<file path="src/rtl/nanorv32_mem_arbiter_pkg.sv">
// Shared constants, decode payload and address decode helper for the nanorv32 code/data bank arbiter.
package nanorv32_mem_arbiter_pkg;

    localparam int unsigned NRV32_ARB_AW = 15;
    localparam int unsigned NRV32_DATA_W = 32;
    localparam int unsigned NRV32_BE_W   = 4;

    localparam bit NRV32_ARB_REQ_CODE = 1'b0;
    localparam bit NRV32_ARB_REQ_DATA = 1'b1;
    localparam bit NRV32_ROM_BANK     = 1'b0;
    localparam bit NRV32_RAM_BANK     = 1'b1;

    typedef struct packed {
        logic err;
        logic bank;
    } dec_t;

    // Anything above the two banks is a decode error; otherwise bit aw picks the bank.
    function automatic dec_t decode(input logic [31:0] addr, input int unsigned aw);
        dec_t d;
        d.err  = (addr >> (aw + 1)) != 32'h0;
        d.bank = addr[5'(aw)];
        return d;
    endfunction

endpackage

</file>
<file path="src/rtl/nanorv32_bank_arb.sv">
// Per-bank arbiter: picks one of code/data each cycle, drives the bank, registers the owner.
// Same-bank conflicts alternate when NRV32_ARB_ROUND_ROBIN_EN is defined, else data always wins.
module nanorv32_bank_arb
    import nanorv32_mem_arbiter_pkg::*;
#(
    parameter int unsigned WAW = 13
) (
    input  logic                  clk,
    input  logic                  rst_n,
    input  logic                  code_req,
    input  logic                  data_req,
    input  logic [WAW-1:0]        code_word,
    input  logic [WAW-1:0]        data_word,
    input  logic [NRV32_BE_W-1:0] data_we,
    output logic                  grant_code_c,
    output logic                  grant_data_c,
    output logic [WAW-1:0]        addr_c,
    output logic [NRV32_BE_W-1:0] we_c,
    output logic                  own_code,
    output logic                  own_data
);

    logic           favor_code;
    logic           winner_c;
    logic [WAW-1:0] addr_q;

`ifdef NRV32_ARB_ROUND_ROBIN_EN
    logic last_q;

    // Last winner; reset value makes code the favoured side on the first conflict.
    always_ff @(posedge clk or negedge rst_n) begin
        if (!rst_n) begin
            last_q <= NRV32_ARB_REQ_DATA;
        end else if (grant_data_c) begin
            last_q <= NRV32_ARB_REQ_DATA;
        end else if (grant_code_c) begin
            last_q <= NRV32_ARB_REQ_CODE;
        end
    end

    assign favor_code = (last_q == NRV32_ARB_REQ_DATA);
`else
    assign favor_code = 1'b0;
`endif

    // Winner select and bank drive; an idle bank keeps its previous word address.
    always_comb begin
        winner_c     = NRV32_ARB_REQ_CODE;
        grant_code_c = 1'b0;
        grant_data_c = 1'b0;
        addr_c       = addr_q;
        we_c         = '0;
        if (data_req && !(code_req && favor_code)) begin
            winner_c = NRV32_ARB_REQ_DATA;
        end
        grant_data_c = data_req && (winner_c == NRV32_ARB_REQ_DATA);
        grant_code_c = code_req && (winner_c == NRV32_ARB_REQ_CODE);
        if (grant_data_c) begin
            addr_c = data_word;
            we_c   = data_we;
        end else if (grant_code_c) begin
            addr_c = code_word;
        end
    end

    always_ff @(posedge clk or negedge rst_n) begin
        if (!rst_n) begin
            own_code <= 1'b0;
            own_data <= 1'b0;
            addr_q   <= '0;
        end else begin
            own_code <= grant_code_c;
            own_data <= grant_data_c;
            addr_q   <= addr_c;
        end
    end

endmodule

</file>
<file path="src/rtl/nanorv32_mem_arbiter.sv">
// Shares the ROM (bank 0) and RAM (bank 1) between the nanorv32 code and data ports.
// Optional NRV32_ARB_ROUND_ROBIN_EN alternates same-bank winners instead of data-first priority.
module nanorv32_mem_arbiter
    import nanorv32_mem_arbiter_pkg::*;
#(
    parameter int unsigned AW = NRV32_ARB_AW
) (
    input  logic                    clk,
    input  logic                    rst_n,
    input  logic                    cpu_codemem_valid,
    input  logic [31:0]             cpu_codemem_addr,
    output logic [NRV32_DATA_W-1:0] codemem_cpu_rdata,
    output logic                    codemem_cpu_ready,
    input  logic                    cpu_datamem_valid,
    input  logic [31:0]             cpu_datamem_addr,
    input  logic [NRV32_DATA_W-1:0] cpu_datamem_wdata,
    input  logic [NRV32_BE_W-1:0]   cpu_datamem_bytesel,
    output logic [NRV32_DATA_W-1:0] datamem_cpu_rdata,
    output logic                    datamem_cpu_ready,
    output logic [AW-3:0]           bank0_addr,
    output logic [NRV32_BE_W-1:0]   bank0_we,
    output logic [NRV32_DATA_W-1:0] bank0_din,
    input  logic [NRV32_DATA_W-1:0] bank0_dout,
    output logic [AW-3:0]           bank1_addr,
    output logic [NRV32_BE_W-1:0]   bank1_we,
    output logic [NRV32_DATA_W-1:0] bank1_din,
    input  logic [NRV32_DATA_W-1:0] bank1_dout,
    output logic                    arb_err
);

    localparam int unsigned WAW = AW - 2;

    dec_t       code_dec;
    dec_t       data_dec;
    logic       code_act;
    logic       data_act;
    logic       data_wr;
    logic [1:0] code_req;
    logic [1:0] data_req;
    logic [1:0] grant_code;
    logic [1:0] grant_data;
    logic [1:0] own_code;
    logic [1:0] own_data;

    assign code_dec = decode(cpu_codemem_addr, AW);
    assign data_dec = decode(cpu_datamem_addr, AW);

    // A requester whose ready is showing still holds valid for the finished access.
    assign code_act = cpu_codemem_valid && !codemem_cpu_ready;
    assign data_act = cpu_datamem_valid && !datamem_cpu_ready;
    assign data_wr  = |cpu_datamem_bytesel;

    assign code_req[NRV32_ROM_BANK] = code_act && !code_dec.err && (code_dec.bank == NRV32_ROM_BANK);
    assign code_req[NRV32_RAM_BANK] = code_act && !code_dec.err && (code_dec.bank == NRV32_RAM_BANK);
    assign data_req[NRV32_ROM_BANK] = data_act && !data_dec.err && (data_dec.bank == NRV32_ROM_BANK);
    assign data_req[NRV32_RAM_BANK] = data_act && !data_dec.err && (data_dec.bank == NRV32_RAM_BANK);

    assign bank0_din = cpu_datamem_wdata;
    assign bank1_din = cpu_datamem_wdata;

    // The ROM bank never sees write enables; a write there still completes but flags arb_err.
    nanorv32_bank_arb #(.WAW(WAW)) u_rom_arb (
        .clk          (clk),
        .rst_n        (rst_n),
        .code_req     (code_req[NRV32_ROM_BANK]),
        .data_req     (data_req[NRV32_ROM_BANK]),
        .code_word    (cpu_codemem_addr[AW-1:2]),
        .data_word    (cpu_datamem_addr[AW-1:2]),
        .data_we      ('0),
        .grant_code_c (grant_code[NRV32_ROM_BANK]),
        .grant_data_c (grant_data[NRV32_ROM_BANK]),
        .addr_c       (bank0_addr),
        .we_c         (bank0_we),
        .own_code     (own_code[NRV32_ROM_BANK]),
        .own_data     (own_data[NRV32_ROM_BANK])
    );

    nanorv32_bank_arb #(.WAW(WAW)) u_ram_arb (
        .clk          (clk),
        .rst_n        (rst_n),
        .code_req     (code_req[NRV32_RAM_BANK]),
        .data_req     (data_req[NRV32_RAM_BANK]),
        .code_word    (cpu_codemem_addr[AW-1:2]),
        .data_word    (cpu_datamem_addr[AW-1:2]),
        .data_we      (cpu_datamem_bytesel),
        .grant_code_c (grant_code[NRV32_RAM_BANK]),
        .grant_data_c (grant_data[NRV32_RAM_BANK]),
        .addr_c       (bank1_addr),
        .we_c         (bank1_we),
        .own_code     (own_code[NRV32_RAM_BANK]),
        .own_data     (own_data[NRV32_RAM_BANK])
    );

    // Completion and error pulses land one cycle after the grant (or the decode error).
    always_ff @(posedge clk or negedge rst_n) begin
        if (!rst_n) begin
            codemem_cpu_ready <= 1'b0;
            datamem_cpu_ready <= 1'b0;
            arb_err           <= 1'b0;
        end else begin
            codemem_cpu_ready <= code_act && (code_dec.err || (|grant_code));
            datamem_cpu_ready <= data_act && (data_dec.err || (|grant_data));
            arb_err           <= (code_act && code_dec.err) || (data_act && data_dec.err)
                                 || (grant_data[NRV32_ROM_BANK] && data_wr);
        end
    end

    // Read data follows the bank owned last cycle; decode errors own nothing and read zero.
    always_comb begin
        codemem_cpu_rdata = '0;
        datamem_cpu_rdata = '0;
        if (own_code[NRV32_ROM_BANK]) begin
            codemem_cpu_rdata = bank0_dout;
        end else if (own_code[NRV32_RAM_BANK]) begin
            codemem_cpu_rdata = bank1_dout;
        end
        if (own_data[NRV32_ROM_BANK]) begin
            datamem_cpu_rdata = bank0_dout;
        end else if (own_data[NRV32_RAM_BANK]) begin
            datamem_cpu_rdata = bank1_dout;
        end
    end

endmodule

</file>
<file path="config.mk">
export PLATFORM = sky130hd
export DESIGN_NAME = nanorv32_mem_arbiter
export DESIGN_NICKNAME = d
export VERILOG_FILES = /design/src/rtl/nanorv32_mem_arbiter_pkg.sv /design/src/rtl/nanorv32_bank_arb.sv /design/src/rtl/nanorv32_mem_arbiter.sv
export SDC_FILE = /design/constraint.sdc
export NUM_CORES = 1
export LEC_CHECK = 0
export ABC_AREA = 1
export CORE_AREA = 8 8 125 127
export CTS_BUF_LIST = sky130_fd_sc_hd__clkbuf_8
export DETAILED_ROUTE_END_ITERATION = 8
export DIE_AREA = 0 0 133 135
export PLACE_DENSITY = 0.67
export SETUP_SLACK_MARGIN = 0.1
export SLEW_MARGIN = 30
export SYNTH_ARGS = -nofsm -noshare
export SYNTH_HDL_FRONTEND = slang
export SYNTH_SLANG_ARGS = --single-unit
</file>
<file path="constraint.sdc">
create_clock -name clk -period 2.2 [get_ports clk]
set_input_delay 0.44 -clock clk [delete_from_list [all_inputs] [get_ports clk]]
set_output_delay 0.44 -clock clk [all_outputs]
set_load 0.005 [all_outputs]
</file>
==> results of run 1 <==
worst max-delay path: stages:
cell     delay [ns]
buf_6          0.10
nor2_4         0.09
nand2_2        0.08
nor2_4         0.15
nand3_4        0.10
buf_6          0.13
nor2_4         0.14
buf_6          0.12
buf_12         0.14
nand2_4        0.06
nand3_2        0.06
o21ai_2        0.06
buf_2          0.14
state kept, by name (all words and copies together) (netlist names):
register	count
u_ram_arb.own_code	1
u_ram_arb.own_data	1
u_rom_arb.own_data	1
codemem_cpu_ready	1
datamem_cpu_ready	1
arb_err	1
u_rom_arb.addr_q	13
u_ram_arb.addr_q	13
u_rom_arb.own_code	1
synth_stat cells, types with 2 or more instances:
library cell,instances,area (sq um)
buf_1,8,30.0
nor2_1,23,86.3
clkbuf_1,5,18.8
nand3_2,2,20.0
nor2_4,3,33.8
nor2_2,2,12.5
buf_4,69,518
buf_2,5,25.0
nand3_1,27,135
nand4_1,3,18.8
o22ai_1,64,400
nand2_1,81,304
inv_1,131,492
o21ai_1,11,55.1
buf_6,2,22.5
dfrtp_1,33,826
o21ai_0,9,45.0
final cells by class:
cell class / count / area (sq um)
multi-input cells: 231 / 1770
clock inverters: 2 / 33.8
fillers: 1255 / 7020
well taps: 180 / 225
flip-flops and latches: 33 / 826
clock buffers: 6 / 82.6
repair buffers: 321 / 3150
inverters: 132 / 502
worst max path at each step:
stage,startpoint,to,slack (ns),depth (start not counted)
after floorplan,cpu_codemem_addr[16],bank0_addr[3],0.41,10
after global placement,cpu_codemem_addr[16],bank1_addr[0],-0.65,12
after detailed placement,cpu_codemem_addr[16],bank0_addr[8],-0.69,11
after CTS,cpu_codemem_addr[31],bank0_addr[5],-0.06,14
after global routing,cpu_codemem_addr[16],bank0_addr[8],-0.12,13
final,cpu_codemem_addr[16],bank1_addr[2],-0.05,13
power by group:
| part | switching (uW) | internal [uW] | leakage, uW |
|---|---|---|---|
| sequential | 3.02 | 610 | 0.000351 |
| combinational | 147 | 241 | 0.00373 |
| clock | 247 | 365 | 0.0000626 |
| total | 397 | 1220 | 0.00415 |
layer usage:
metal	global-route usage (%)	share of wire, %	up-vias
met4	5.99	3.0	0
met1	17.6	37	1794
met5	0	0	-
li1	-	-	1903
met2	29.3	49	212
met3	6.50	10	45
per-stage QoR:
stage | area [sq um] | setup TNS [ns] | setup WS (ns) | std cells
floorplan | 3080 | 0 | 0.413 | 485
global placement | 5280 | -18.59 | -0.654 | 834
detailed placement | 5280 | -19.09 | -0.688 | 834
CTS | 6250 | -0.346 | -0.0596 | 903
global route | 6600 | -2.30 | -0.118 | 905
finish | 6600 | -0.571 | -0.0480 | 905
timing repair:
item | CTS | global route
cloned | 5 | 0
buffers inserted | 56 | 9
endpoints found under the setup margin | 94 | 62
pin swaps | 65 | 43
resized for setup | 416 | 104
cell families (layout without fill, tap and decap cells):
| group | count (synthesis) | after routing |
|---|---|---|
| other | 1 | 4 |
| DFF | 33 | 33 |
| buffers and inverters | 221 | 461 |
| AOI/OAI and AO/OA | 85 | 85 |
| and+or+nand+nor | 142 | 142 |
==> results.py, run 1 <==
metrics = {
    "status": {
        "status": "complete, but fails checks",
        "violations": "negative setup slack",
    },
    "power_and_ir_drop": {
        "p_leak_uw": 0.00415,
        "power_uw": 1610,
        "ir_worst_vdd_uv": 346,
        "pwr_density_cell_nw_per_um2": 245,
    },
    "timing": {
        "finalCriticalPeriod_ns": 2.25,
        "rsz0062_at_grt": "yes",
        "setup_violations": 22,
        "timing.final.ws_setup_ns": -0.0480,
        "clock_skew_ns": 0.0126,
        "hold_slack_ns": 0.230,
        "tightest_slew_ns": 0.813,
        "hold_violations": 0,
        "slew_violations": 0,
        "slew_headroom_pct": 45.8,
        "fin_crit_sh_pct": 102,
        "clock.fmax_ghz": 0.445,
    },
    "synthesis": {
        "synth_top_family_by_area": "buffers and inverters",
        "synth_adder_area_share_pct": 0,
        "netlist_instances": 482,
        "synthArstFlopShare_pct": 100,
        "synth-simple-area-share_pct": 20.1,
        "synth-compound-area-share_pct": 16.6,
        "synth_xor_area_share_pct": 0,
        "syn-cell-area_sq_um": 3060,
        "synth_mux_area_share_pct": 0,
        "synth.avg_cell_area_sq_um": 6.36,
        "ys_seq_elements": 33,
        "synth-main-ff-cell": "dfrtp_1",
        "synth_warnings": 0,
        "synth_edf_count": 0,
        "seq_area_frac_synth_pct": 26.9,
        "synth_cell_types": 21,
    },
    "cts": {
        "htreeDepth": 2,
        "cts_tree": "done",
        "clk_latency_ns": 0.29,
        "numCtsBuffers": 5,
        "cts_sinks": 33,
        "clock_path_buffers": 2,
        "cts_hold_buffers": 0,
        "clk_pin_slew_worst_paths_ns": 0.08,
        "clock-root-buffer": "clkbuf_8",
    },
    "detailed_routing": {
        "vias": 3954,
        "wl_um": 15800,
        "drtIter0Drc": 198,
        "viasPerCell": 4.37,
        "dr.pass1.iters": 4,
        "wl_per_cell_um": 17.4,
        "drc": 0,
        "ant_nets": 0,
    },
    "layout": {
        "finalNetCount": 892,
        "synthToLayoutAreaGrowth_pct": 115,
        "final_cell_mix": "123 x inv_1, 97 x clkdlybuf4s50_1, 63 x o22ai_1, 55 x buf_4, 45 x buf_6",
        "utilization_pct": 48.5,
        "drive_gt1_share_pct": 40.6,
        "n_antenna_cell": 0,
        "final_common_cell": "inv_1",
    },
    "run": {
        "cap_violations": 0,
    },
    "die": {
        "dieWidth_um": 133,
        "rows": 43,
        "die_y_um": 135,
        "start_util_pct": 22.5,
        "die-area_sq_um": 18000,
        "core-area_sq_um": 13600,
        "pin_count": 333,
    },
    "global_routing": {
        "grt_first_pass_wirelength_um": 23900,
        "grt_overflow": 0,
        "antenna_found_initial": 0,
        "grt.total_usage_pct": 16.6,
        "grt_max_degree": 34,
        "grt_pass1_vias": 4230,
    },
    "setup_path": {
        "crit_path_max_fanout": 7,
        "cp.arrival_ns": 1.81,
        "rr_startpoint": "codemem_cpu_ready",
        "r2r_cells": 14,
        "critPathLaunchType": "input pin",
        "crit_required_ns": 1.76,
        "r2r_slack_ns": 0.17,
        "end_kind": "output pin",
        "r2r-end": "u_ram_arb.addr_q[4]",
        "path_class": "in -> out",
    },
    "hold_path": {
        "hp-class": "in -> async",
    },
    "placed_design": {
        "portBuffers": 228,
        "hpwlAfterDp_um": 10700,
        "gp_congestion": 0.782,
    },
}
Power figures use the tool's default switching activity.
==> inputs of run 2 (changes only) <==
--- a/config.mk
+++ b/config.mk
@@ -12,6 +12,7 @@
 export DIE_AREA = 0 0 133 135
 export PLACE_DENSITY = 0.67
 export SETUP_SLACK_MARGIN = 0.1
+export SKIP_CTS_REPAIR_TIMING = 1
 export SLEW_MARGIN = 30
 export SYNTH_ARGS = -nofsm -noshare
 export SYNTH_HDL_FRONTEND = slang
==> results.py, run 2 (synthesis results as in run 1) <==
metrics = {
    "status": {
        "status": "complete, but fails checks",
        "violations": "negative setup slack",
    },
    "cts": {
        "clock-root-buffer": "clkbuf_8",
        "cts_tree": "done",
        "clk_pin_slew_worst_paths_ns": 0.08,
        "numCtsBuffers": 5,
        "clock_path_buffers": 2,
        "cts_sinks": 33,
        "htreeDepth": 2,
        "clk_latency_ns": 0.30,
    },
    "detailed_routing": {
        "dr.pass1.iters": 4,
        "ant_nets": 0,
        "drtIter0Drc": 95,
        "vias": 3774,
        "wl_per_cell_um": 17.2,
        "drc": 0,
        "wl_um": 15100,
        "viasPerCell": 4.31,
    },
    "global_routing": {
        "met2_usage_pct": 24.2,
        "met3_usage_pct": 6.28,
        "grt_first_pass_wirelength_um": 20400,
        "grt.total_usage_pct": 14.2,
        "antenna_found_initial": 0,
        "grt_overflow": 0,
        "top_usage_layer": "met2",
        "grt.met1_usage_pct": 15.3,
        "grt_max_degree": 34,
        "grt_pass1_vias": 3646,
    },
    "timing": {
        "setup_violations": 25,
        "fin_setup_tns_ns": -1.45,
        "tightest_slew_ns": 0.770,
        "finalCriticalPeriod_ns": 2.31,
        "rsz0062_at_grt": "yes",
        "timing.final.ws_setup_ns": -0.111,
        "clock_skew_ns": 0.0132,
        "hold_slack_ns": 0.204,
        "slew_violations": 0,
        "slew_headroom_pct": 48.6,
        "hold_violations": 0,
        "clock.fmax_ghz": 0.433,
        "fin_crit_sh_pct": 105,
    },
    "layout": {
        "finalNetCount": 862,
        "n_antenna_cell": 0,
        "fill_cells": 1293,
        "top_regs": "u_ram_arb.addr_q: 13 flops, u_rom_arb.addr_q: 13 flops",
        "synthToLayoutAreaGrowth_pct": 106,
        "final_common_cell": "inv_1",
        "drive_gt1_share_pct": 35.5,
        "design_area_sq_um": 6320,
        "final_cell_mix": "122 x inv_1, 97 x clkdlybuf4s50_1, 80 x dlymetal6s2s_1, 59 x o22ai_1, 38 x buf_4",
    },
    "power_and_ir_drop": {
        "ir_worst_vdd_uv": 326,
        "p_leak_uw": 0.00460,
        "power_uw": 1580,
        "pwr_density_cell_nw_per_um2": 250,
    },
    "hold_path": {
        "hp-class": "in -> async",
    },
    "setup_path": {
        "r2r-end": "codemem_cpu_ready",
        "critPathLaunchType": "input pin",
        "end_kind": "output pin",
        "rr_startpoint": "datamem_cpu_ready",
        "r2r_slack_ns": 0.40,
        "cp.arrival_ns": 1.87,
        "crit_required_ns": 1.76,
        "r2r_cells": 11,
        "path_class": "in -> out",
        "crit_path_max_fanout": 7,
    },
    "die": {
        "die-area_sq_um": 18000,
        "die_y_um": 135,
        "pin_count": 333,
        "dieWidth_um": 133,
        "core-area_sq_um": 13600,
        "rows": 43,
        "start_util_pct": 22.5,
    },
    "placed_design": {
        "gp_congestion": 0.782,
        "dp_slack_ns": -0.688,
        "portBuffers": 228,
        "placed_cell_area_sq_um": 5280,
        "hpwlAfterDp_um": 10700,
    },
    "run": {
        "cap_violations": 0,
    },
}
## run 2: cell types whose count changed in the layout (fill, tap and decap cells not counted), moves of 6 or more
| cell | delta |
|---|---|
| dlymetal6s2s_1 | +52 |
| clkbuf_2 | +20 |
| buf_2 | -15 |
| nand2_1 | +6 |
| nor2_4 | -13 |
| nor2_2 | +9 |
| buf_6 | -29 |
| dlygate4sd2_1 | -39 |
| buf_4 | -17 |
| nand2_4 | -7 |
## run 2: through the flow
step,utilization (%),std cells
2_1_floorplan,-,485
3_3_place_gp,38.8,834
3_5_place_dp,38.8,834
4_1_cts,39.6,842
5_1_grt,46.4,875
6_report,46.4,875
## run 2: worst max-delay path by stage
stage	start	to	slack, ns	cells past startpoint
6_report	cpu_codemem_addr[31]	bank1_addr[4]	-0.11	13
5_1_grt	cpu_codemem_addr[22]	bank1_addr[4]	-0.18	13
4_1_cts	cpu_codemem_addr[17]	bank1_addr[1]	-0.71	12
3_5_place_dp	cpu_codemem_addr[16]	bank0_addr[8]	-0.69	11
3_3_place_gp	cpu_codemem_addr[16]	bank1_addr[0]	-0.65	12
2_1_floorplan	cpu_codemem_addr[16]	bank0_addr[3]	0.41	10
## run 2: area by class of cell
class	count	area (sq um)	area share, %
Timing Repair Buffer	291	2990	47.3
Clock inverter	2	33.8	0.535
Inverter	132	502	7.94
Tap cell	180	225	3.57
Clock buffer	6	82.6	1.31
Sequential cell	33	826	13.1
Multi-Input combinational cell	231	1660	26.3
## run 2: routing by layer
layer / part of all wire, % / vias up
met2: 51 / 177
met5: 0 / -
met4: 2.2 / 0
met1: 38 / 1720
li1: - / 1846
met3: 9.2 / 31
## run 2: power breakdown
group	switching [uW]	internal, uW
registers	2.98	611
clock network	247	365
logic	132	220
total	383	1200
## run 2: critical path: stages
cell and delay, ns:
buf_6 0.09, nor2_2 0.09, nand2_1 0.09, nor2_4 0.15
buf_6 0.11, nand3_4 0.07, buf_6 0.13, nor2_4 0.17
clkbuf_16 0.21, nand2_4 0.05, nand3_2 0.07, o21ai_2 0.06
buf_2 0.14
